===== src/rtl/writeback.sv =====
// ----------------------------------------------------------------------------
// writeback: final stage of the multi-cycle core.
// Accepts one completed instruction from execute per handshake, picks the ALU
// or memory result, pulses a single-cycle register-file write, then signals
// retirement to fetch and waits for it to be accepted.
//
// Ports:
//   clock, reset               clock, synchronous active-high reset
//   valid_pre_i / ready_pre_o  handshake with execute
//   valid_post_o / ready_post_i retirement handshake with fetch
//   wsel_i, wena_i, waddr_i,
//   alu_result_i, mem_result_i instruction payload from execute
//   wena_o, waddr_o, wdata_o   register-file write port
//   minstret_o                 retired-instruction count (WBU_RETIRE_CNT_EN)
//
// Optional feature macro: WBU_RETIRE_CNT_EN adds the 64-bit minstret counter.
// ----------------------------------------------------------------------------
module writeback #(
   parameter int unsigned REG_AW = 5,
   parameter int unsigned REG_DW = 32
) (
   input  logic              clock,
   input  logic              reset,
   input  logic              valid_pre_i,
   output logic              ready_pre_o,
   output logic              valid_post_o,
   input  logic              ready_post_i,
   input  logic              wsel_i,
   input  logic              wena_i,
   input  logic [REG_AW-1:0] waddr_i,
   input  logic [REG_DW-1:0] alu_result_i,
   input  logic [REG_DW-1:0] mem_result_i,
   output logic              wena_o,
   output logic [REG_AW-1:0] waddr_o,
   output logic [REG_DW-1:0] wdata_o
`ifdef WBU_RETIRE_CNT_EN
   ,
   output logic [63:0]       minstret_o
`endif
);

   localparam logic [1:0] S_IDLE    = 2'd0;
   localparam logic [1:0] S_WRITE   = 2'd1;
   localparam logic [1:0] S_RETIRE  = 2'd2;
   localparam logic [1:0] S_ILLEGAL = 2'd3;

   logic [1:0]        state;
   logic [1:0]        state_d;
   logic              load;

   logic              wsel_q;
   logic              wena_q;
   logic [REG_AW-1:0] waddr_q;
   logic [REG_DW-1:0] alu_q;
   logic [REG_DW-1:0] mem_q;

   // Next-state logic; load marks the IDLE acceptance handshake.
   always_comb begin
      state_d = state;
      load    = 1'b0;
      case (state)
         S_IDLE: begin
            if (valid_pre_i) begin
               load    = 1'b1;
               state_d = S_WRITE;
            end
         end
         S_WRITE:   state_d = S_RETIRE;
         S_RETIRE: begin
            if (ready_post_i) state_d = S_IDLE;
         end
         S_ILLEGAL: state_d = S_IDLE;
         default:   state_d = S_IDLE;
      endcase
   end

   // State register.
   always_ff @(posedge clock) begin
      if (reset) state <= S_IDLE;
      else       state <= state_d;
   end

   // Instruction latch: loads only on the acceptance handshake.
   always_ff @(posedge clock) begin
      if (reset) begin
         wsel_q  <= 1'b0;
         wena_q  <= 1'b0;
         waddr_q <= '0;
         alu_q   <= '0;
         mem_q   <= '0;
      end else if (load) begin
         wsel_q  <= wsel_i;
         wena_q  <= wena_i;
         waddr_q <= waddr_i;
         alu_q   <= alu_result_i;
         mem_q   <= mem_result_i;
      end
   end

   // Outputs decode the state register only; the illegal encoding asserts nothing.
   assign ready_pre_o  = (state == S_IDLE);
   assign valid_post_o = (state == S_RETIRE);
   // x0 is hardwired to zero, so writes to it are dropped here.
   assign wena_o       = (state == S_WRITE) && wena_q && (waddr_q != '0);
   assign waddr_o      = waddr_q;
   assign wdata_o      = wsel_q ? mem_q : alu_q;

`ifdef WBU_RETIRE_CNT_EN
   logic [63:0] minstret_q;

   // Counts every accepted retirement; wraps naturally at 2^64.
   always_ff @(posedge clock) begin
      if (reset)                             minstret_q <= '0;
      else if (valid_post_o && ready_post_i) minstret_q <= minstret_q + 64'd1;
   end

   assign minstret_o = minstret_q;
`endif

endmodule


===== config.mk =====
export PLATFORM = sky130hd
export DESIGN_NAME = writeback
export DESIGN_NICKNAME = d
export VERILOG_FILES = /design/src/rtl/writeback.sv
export SDC_FILE = /design/constraint.sdc
export NUM_CORES = 1
export LEC_CHECK = 0
export CORE_ASPECT_RATIO = 1.5
export CORE_MARGIN = 10
export CORE_UTILIZATION = 42
export DETAILED_ROUTE_END_ITERATION = 8
export GPL_TIMING_DRIVEN = 0
export PLACE_DENSITY = 0.8
export RECOVER_POWER = 100
export SYNTH_ARGS = -nofsm -noshare
export SYNTH_HDL_FRONTEND = slang
export SYNTH_SLANG_ARGS = --single-unit

===== constraint.sdc =====
create_clock -name clock -period 1.1 [get_ports clock]
set_input_delay 0.22 -clock clock [delete_from_list [all_inputs] [get_ports clock]]
set_output_delay 0.22 -clock clock [all_outputs]
set_load 0.02 [all_outputs]

==> flow_summary.html <==
<table>
<tr><th>Metric</th><th>Value</th></tr>
<tr><th colspan="2">Placement</th></tr>
<tr><td>Quantity of I/O buffers inserted on ports</td><td>approximately 110</td></tr>
<tr><td>Half-perimeter wire length after placement</td><td>approximately 7500 um</td></tr>
<tr><td>Placer Congestion</td><td>around 0.74</td></tr>
<tr><td>Cell Area, Placed</td><td>~5200 um^2</td></tr>
<tr><th colspan="2">Clock network</th></tr>
<tr><td>Clock root buffer</td><td>sky130_fd_sc_hd__clkbuf_16</td></tr>
<tr><td>CTS tree</td><td>built</td></tr>
<tr><td>Deepest level of the CTS H-tree</td><td>3</td></tr>
<tr><td>Number of hold buffers added after cts</td><td>0</td></tr>
<tr><td>Buffers from clock root to sink, at most</td><td>2</td></tr>
<tr><td>Clock insertion delay at the later pin of the skew report</td><td>around 0.33 ns</td></tr>
<tr><td># clock sinks</td><td>between 70 and 80</td></tr>
<tr><td>Number of buffers added by the clock tree synthesis step</td><td>9</td></tr>
<tr><td>Worst-path clk slew</td><td>roughly 0.050 ns</td></tr>
<tr><th colspan="2">Synthesis</th></tr>
<tr><td>Cell types with the highest counts after synthesis</td><td>143 x sky130_fd_sc_hd__nand2b_1, 73 x sky130_fd_sc_hd__dfxtp_1, 71 x sky130_fd_sc_hd__mux2i_1</td></tr>
<tr><td>EDFF count, synth</td><td>0</td></tr>
<tr><td>Area of the mapped netlist</td><td>3730 um^2</td></tr>
<tr><td>Post-Syn Instances</td><td>around 360</td></tr>
<tr><td>Post-synthesis register bit count</td><td>between 70 and 80</td></tr>
<tr><td>Leading cell type by number of instances after synthesis</td><td>sky130_fd_sc_hd__nand2b_1</td></tr>
<tr><td>Mean instance size in the synthesized netlist</td><td>~10 um^2</td></tr>
<tr><td>Synth top area cells</td><td>sky130_fd_sc_hd__dfxtp_1 39%, sky130_fd_sc_hd__nand2b_1 24%, sky130_fd_sc_hd__mux2i_1 19%</td></tr>
<tr><td>Yosys top cell by area</td><td>sky130_fd_sc_hd__dfxtp_1</td></tr>
<tr><td>Syn nets</td><td>432</td></tr>
<tr><td>Post-synth top flop</td><td>sky130_fd_sc_hd__dfxtp_1</td></tr>
<tr><td>Count of unique library cells instantiated by Yosys</td><td>17</td></tr>
<tr><td>Yosys warning total</td><td>0</td></tr>
<tr><td>Share of the synthesized area in the top cell type</td><td>0.3918</td></tr>
<tr><td>Share of flip-flops with an asynchronous set or reset after synthesis</td><td>0</td></tr>
<tr><td>Part of the Yosys area used for sequential elements</td><td>0.3918</td></tr>
<tr><th colspan="2">Timing</th></tr>
<tr><td>Highest achievable clock rate</td><td>roughly 620 MHz</td></tr>
<tr><td>Max-slew violation count</td><td>0</td></tr>
<tr><td>Total count of hold-check failures in the final report</td><td>0</td></tr>
<tr><td>Unrepaired setup endpoints after global routing</td><td>true</td></tr>
<tr><td>Share of the cycle needed by the critical path after routing</td><td>1.477</td></tr>
<tr><td>Worst Clk Skew</td><td>between 0.004 and 0.005 ns</td></tr>
<tr><td>Final worst path period need</td><td>about 1.6 ns</td></tr>
<tr><td>Max-slew headroom</td><td>0.6974</td></tr>
<tr><td>Slew at the pin closest to its max-slew limit</td><td>0.4539 ns</td></tr>
<tr><td>Final setup fails</td><td>~110</td></tr>
<tr><td>Final worst setup slack</td><td>-0.5251 ns</td></tr>
<tr><th colspan="2">Drt</th></tr>
<tr><td>Detailed-route wire length</td><td>10710 um</td></tr>
<tr><td>Vias per std cell</td><td>between 4 and 5</td></tr>
<tr><td>Post-DR wirelength/cell</td><td>approximately 17 um</td></tr>
<tr><td>Number of antenna-violating nets in the routed design</td><td>0</td></tr>
<tr><td>Via count</td><td>between 2000 and 3000</td></tr>
<tr><td>DRC violation total after the first TritonRoute iteration</td><td>between 100 and 150</td></tr>
<tr><td>Remaining routing DRC violations</td><td>0</td></tr>
<tr><td>Number of optimization iterations in the first detailed-route pass</td><td>4</td></tr>
<tr><th colspan="2">Worst setup path</th></tr>
<tr><td>Category of the worst setup path capture point</td><td>output pin</td></tr>
<tr><td>R2r startpoint</td><td>state[0]$_SDFFE_PP0P_</td></tr>
<tr><td>Reg2reg path depth</td><td>6</td></tr>
<tr><td>Startpoint type of the worst setup path</td><td>register</td></tr>
<tr><td>Critical path startpoint</td><td>wsel_q$_SDFFE_PP0P_</td></tr>
<tr><td>Critical-path maximum fanout</td><td>8</td></tr>
<tr><td>Data arrival time at the worst-slack endpoint</td><td>between 1 and 1.5 ns</td></tr>
<tr><td>Data required time of the worst path</td><td>about 0.88 ns</td></tr>
<tr><td>Worst setup path category</td><td>reg -&gt; out</td></tr>
<tr><th colspan="2">Final layout</th></tr>
<tr><td>Antenna cells</td><td>0</td></tr>
<tr><td>Share of final-layout standard cells stronger than drive strength 1</td><td>0.2663</td></tr>
<tr><td>Filler cells</td><td>between 600 and 700</td></tr>
<tr><td>Total non-filler cell area in the finished layout</td><td>about 6000 um^2</td></tr>
<tr><td>Number of nets at the end of the flow</td><td>between 500 and 600</td></tr>
<tr><td>Area growth from synthesis to final layout</td><td>57.97%</td></tr>
<tr><th colspan="2">Outcome</th></tr>
<tr><td>Violated checks</td><td>negative setup slack</td></tr>
<tr><td>Result of the run</td><td>finished with violations</td></tr>
<tr><th colspan="2">Power</th></tr>
<tr><td>Pwr Density</td><td>~1300 nW/um^2</td></tr>
<tr><td>Worst vdd ir</td><td>approximately 0.85 mV</td></tr>
<tr><td>Static Leak</td><td>about 2.4 nW</td></tr>
<tr><td>Final total power</td><td>approximately 7.6 mW</td></tr>
<tr><th colspan="2">Floorplan</th></tr>
<tr><td>Total core area</td><td>between 8000 and 9000 um^2</td></tr>
<tr><td>Die Span X</td><td>roughly 97 um</td></tr>
<tr><td>Number of ports placed on the die boundary</td><td>115</td></tr>
<tr><td>Starting density of the core</td><td>0.4250</td></tr>
<tr><td>Row count</td><td>42</td></tr>
<tr><td>Die Y</td><td>roughly 140 um</td></tr>
<tr><td>DIE AREA</td><td>about 13000 um^2</td></tr>
<tr><th colspan="2">GRT</th></tr>
<tr><td>Antenna violations before repair</td><td>0</td></tr>
<tr><td>Wire length of the first global-routing pass</td><td>17640 um</td></tr>
<tr><td>Global Route Usage Sum</td><td>0.1656</td></tr>
<tr><td>Largest net degree at the start of global routing</td><td>11</td></tr>
<tr><td>Total gr overflow</td><td>0</td></tr>
<tr><td>Vias in the first global route</td><td>3437</td></tr>
<tr><th colspan="2">Worst hold path</th></tr>
<tr><td>Worst hold path class</td><td>in -&gt; reg</td></tr>
<tr><td>Min-delay src</td><td>waddr_i[3]</td></tr>
<tr><td>Number of cells traversed by the worst hold path</td><td>3</td></tr>
<tr><th colspan="2">Job</th></tr>
<tr><td>Count of maximum capacitance violations</td><td>0</td></tr>
</table>
-- power by group --
group | leakage [nW] | internal [mW] | switching (mW)
Sequential | 0.604 | 2.85 | 0.118
Combinational | 1.70 | 1.22 | 0.759
Clock | 0.129 | 1.63 | 1.01
-- per-layer routing --
layer	up-vias	part of all wire	global-route usage
met5	-	0	0
met4	0	0.032	0.09046
met3	21	0.051	0.03728
met2	90	0.53	0.3033
met1	1406	0.38	0.1705
li1	1466	-	-
-- critical path, stage by stage (launching register included) --
cell	delay (ns)
sky130_fd_sc_hd__dfxtp_2	0.33
sky130_fd_sc_hd__buf_12	0.15
sky130_fd_sc_hd__clkbuf_16	0.16
sky130_fd_sc_hd__mux2_4	0.30
sky130_fd_sc_hd__buf_6	0.13
-- kinds of logic (layout without fill, tap and decap cells) --
family | Yosys count | after routing | synth area share
mux | 103 | 103 | 0.2872
compound gates | 2 | 2 | 0.003354
buf+inv | 29 | 179 | 0.06541
flops | 73 | 73 | 0.3918
simple gates | 150 | 150 | 0.2523
-- cells in the final DEF, fill, tap and decap left out, types with 3 or more instances in the layout --
master	count
sky130_fd_sc_hd__mux2_4	32
sky130_fd_sc_hd__mux2i_1	70
sky130_fd_sc_hd__dfxtp_2	6
sky130_fd_sc_hd__dfxtp_1	65
sky130_fd_sc_hd__clkbuf_16	10
sky130_fd_sc_hd__buf_2	3
sky130_fd_sc_hd__clkbuf_1	17
sky130_fd_sc_hd__nand2b_1	142
sky130_fd_sc_hd__buf_4	6
sky130_fd_sc_hd__buf_8	4
sky130_fd_sc_hd__buf_12	19
sky130_fd_sc_hd__clkdlybuf4s50_1	72
sky130_fd_sc_hd__buf_6	40
-- path summary, 6_finish.rpt --
| path | to | slack (ns) |
|---|---|---|
| max | wdata_o[19] | -0.53 |
| max reg2reg | alu_q[9]$_SDFFE_PP0P_ | -0.25 |
| min | waddr_o[3]$_SDFFE_PP0P_ | 0.45 |
| min reg2reg | alu_q[12]$_SDFFE_PP0P_ | 0.47 |
-- metrics by stage --
step / setup WS [ns] / hold WS, ns / TNS [ns] / std cells / util
final: -0.5251 / 0.4527 / -26.87 / 617 / 0.6714
after global routing: -0.5564 / 0.4698 / -33.34 / 617 / 0.6714
after CTS: -0.6188 / 0.4484 / -30.46 / 623 / 0.6889
after detailed placement: -0.6022 / 0.4617 / -51.75 / 580 / 0.5875
after global placement: -0.6013 / 0.4548 / -50.81 / 580 / 0.5875
after floorplan: -0.02656 / 0.3678 / -0.8230 / 357 / -
-- timing repair --
| item | CTS | global route |
|---|---|---|
| endpoints found under the setup margin | 110 | 110 |
| pin swaps | 1 | 2 |
| gates resized for setup | 271 | 13 |
| setup buffers | 18 | 3 |
| gates cloned | 11 | 1 |
-- flip-flops by register name, indices dropped and copies added (netlist names) --
signal and flops:
alu_q 32, mem_q 32, waddr_o 5, state 2, wena_q 1, wsel_q 1
-- final cells by class --
cell class                      instances  area [um^2]  area share
Timing Repair Buffer                  137         1534      0.2604
Inverter                                1        3.754   0.0006371
Tap cell                              110        137.6     0.02336
Sequential cell                        73         1476      0.2506
Buffer                                 27        289.0     0.04905
Clock buffer                           14        264.0     0.04481
Multi-Input combinational cell        255         2187      0.3712
Note: power is estimated with default switching activity, not from simulation.
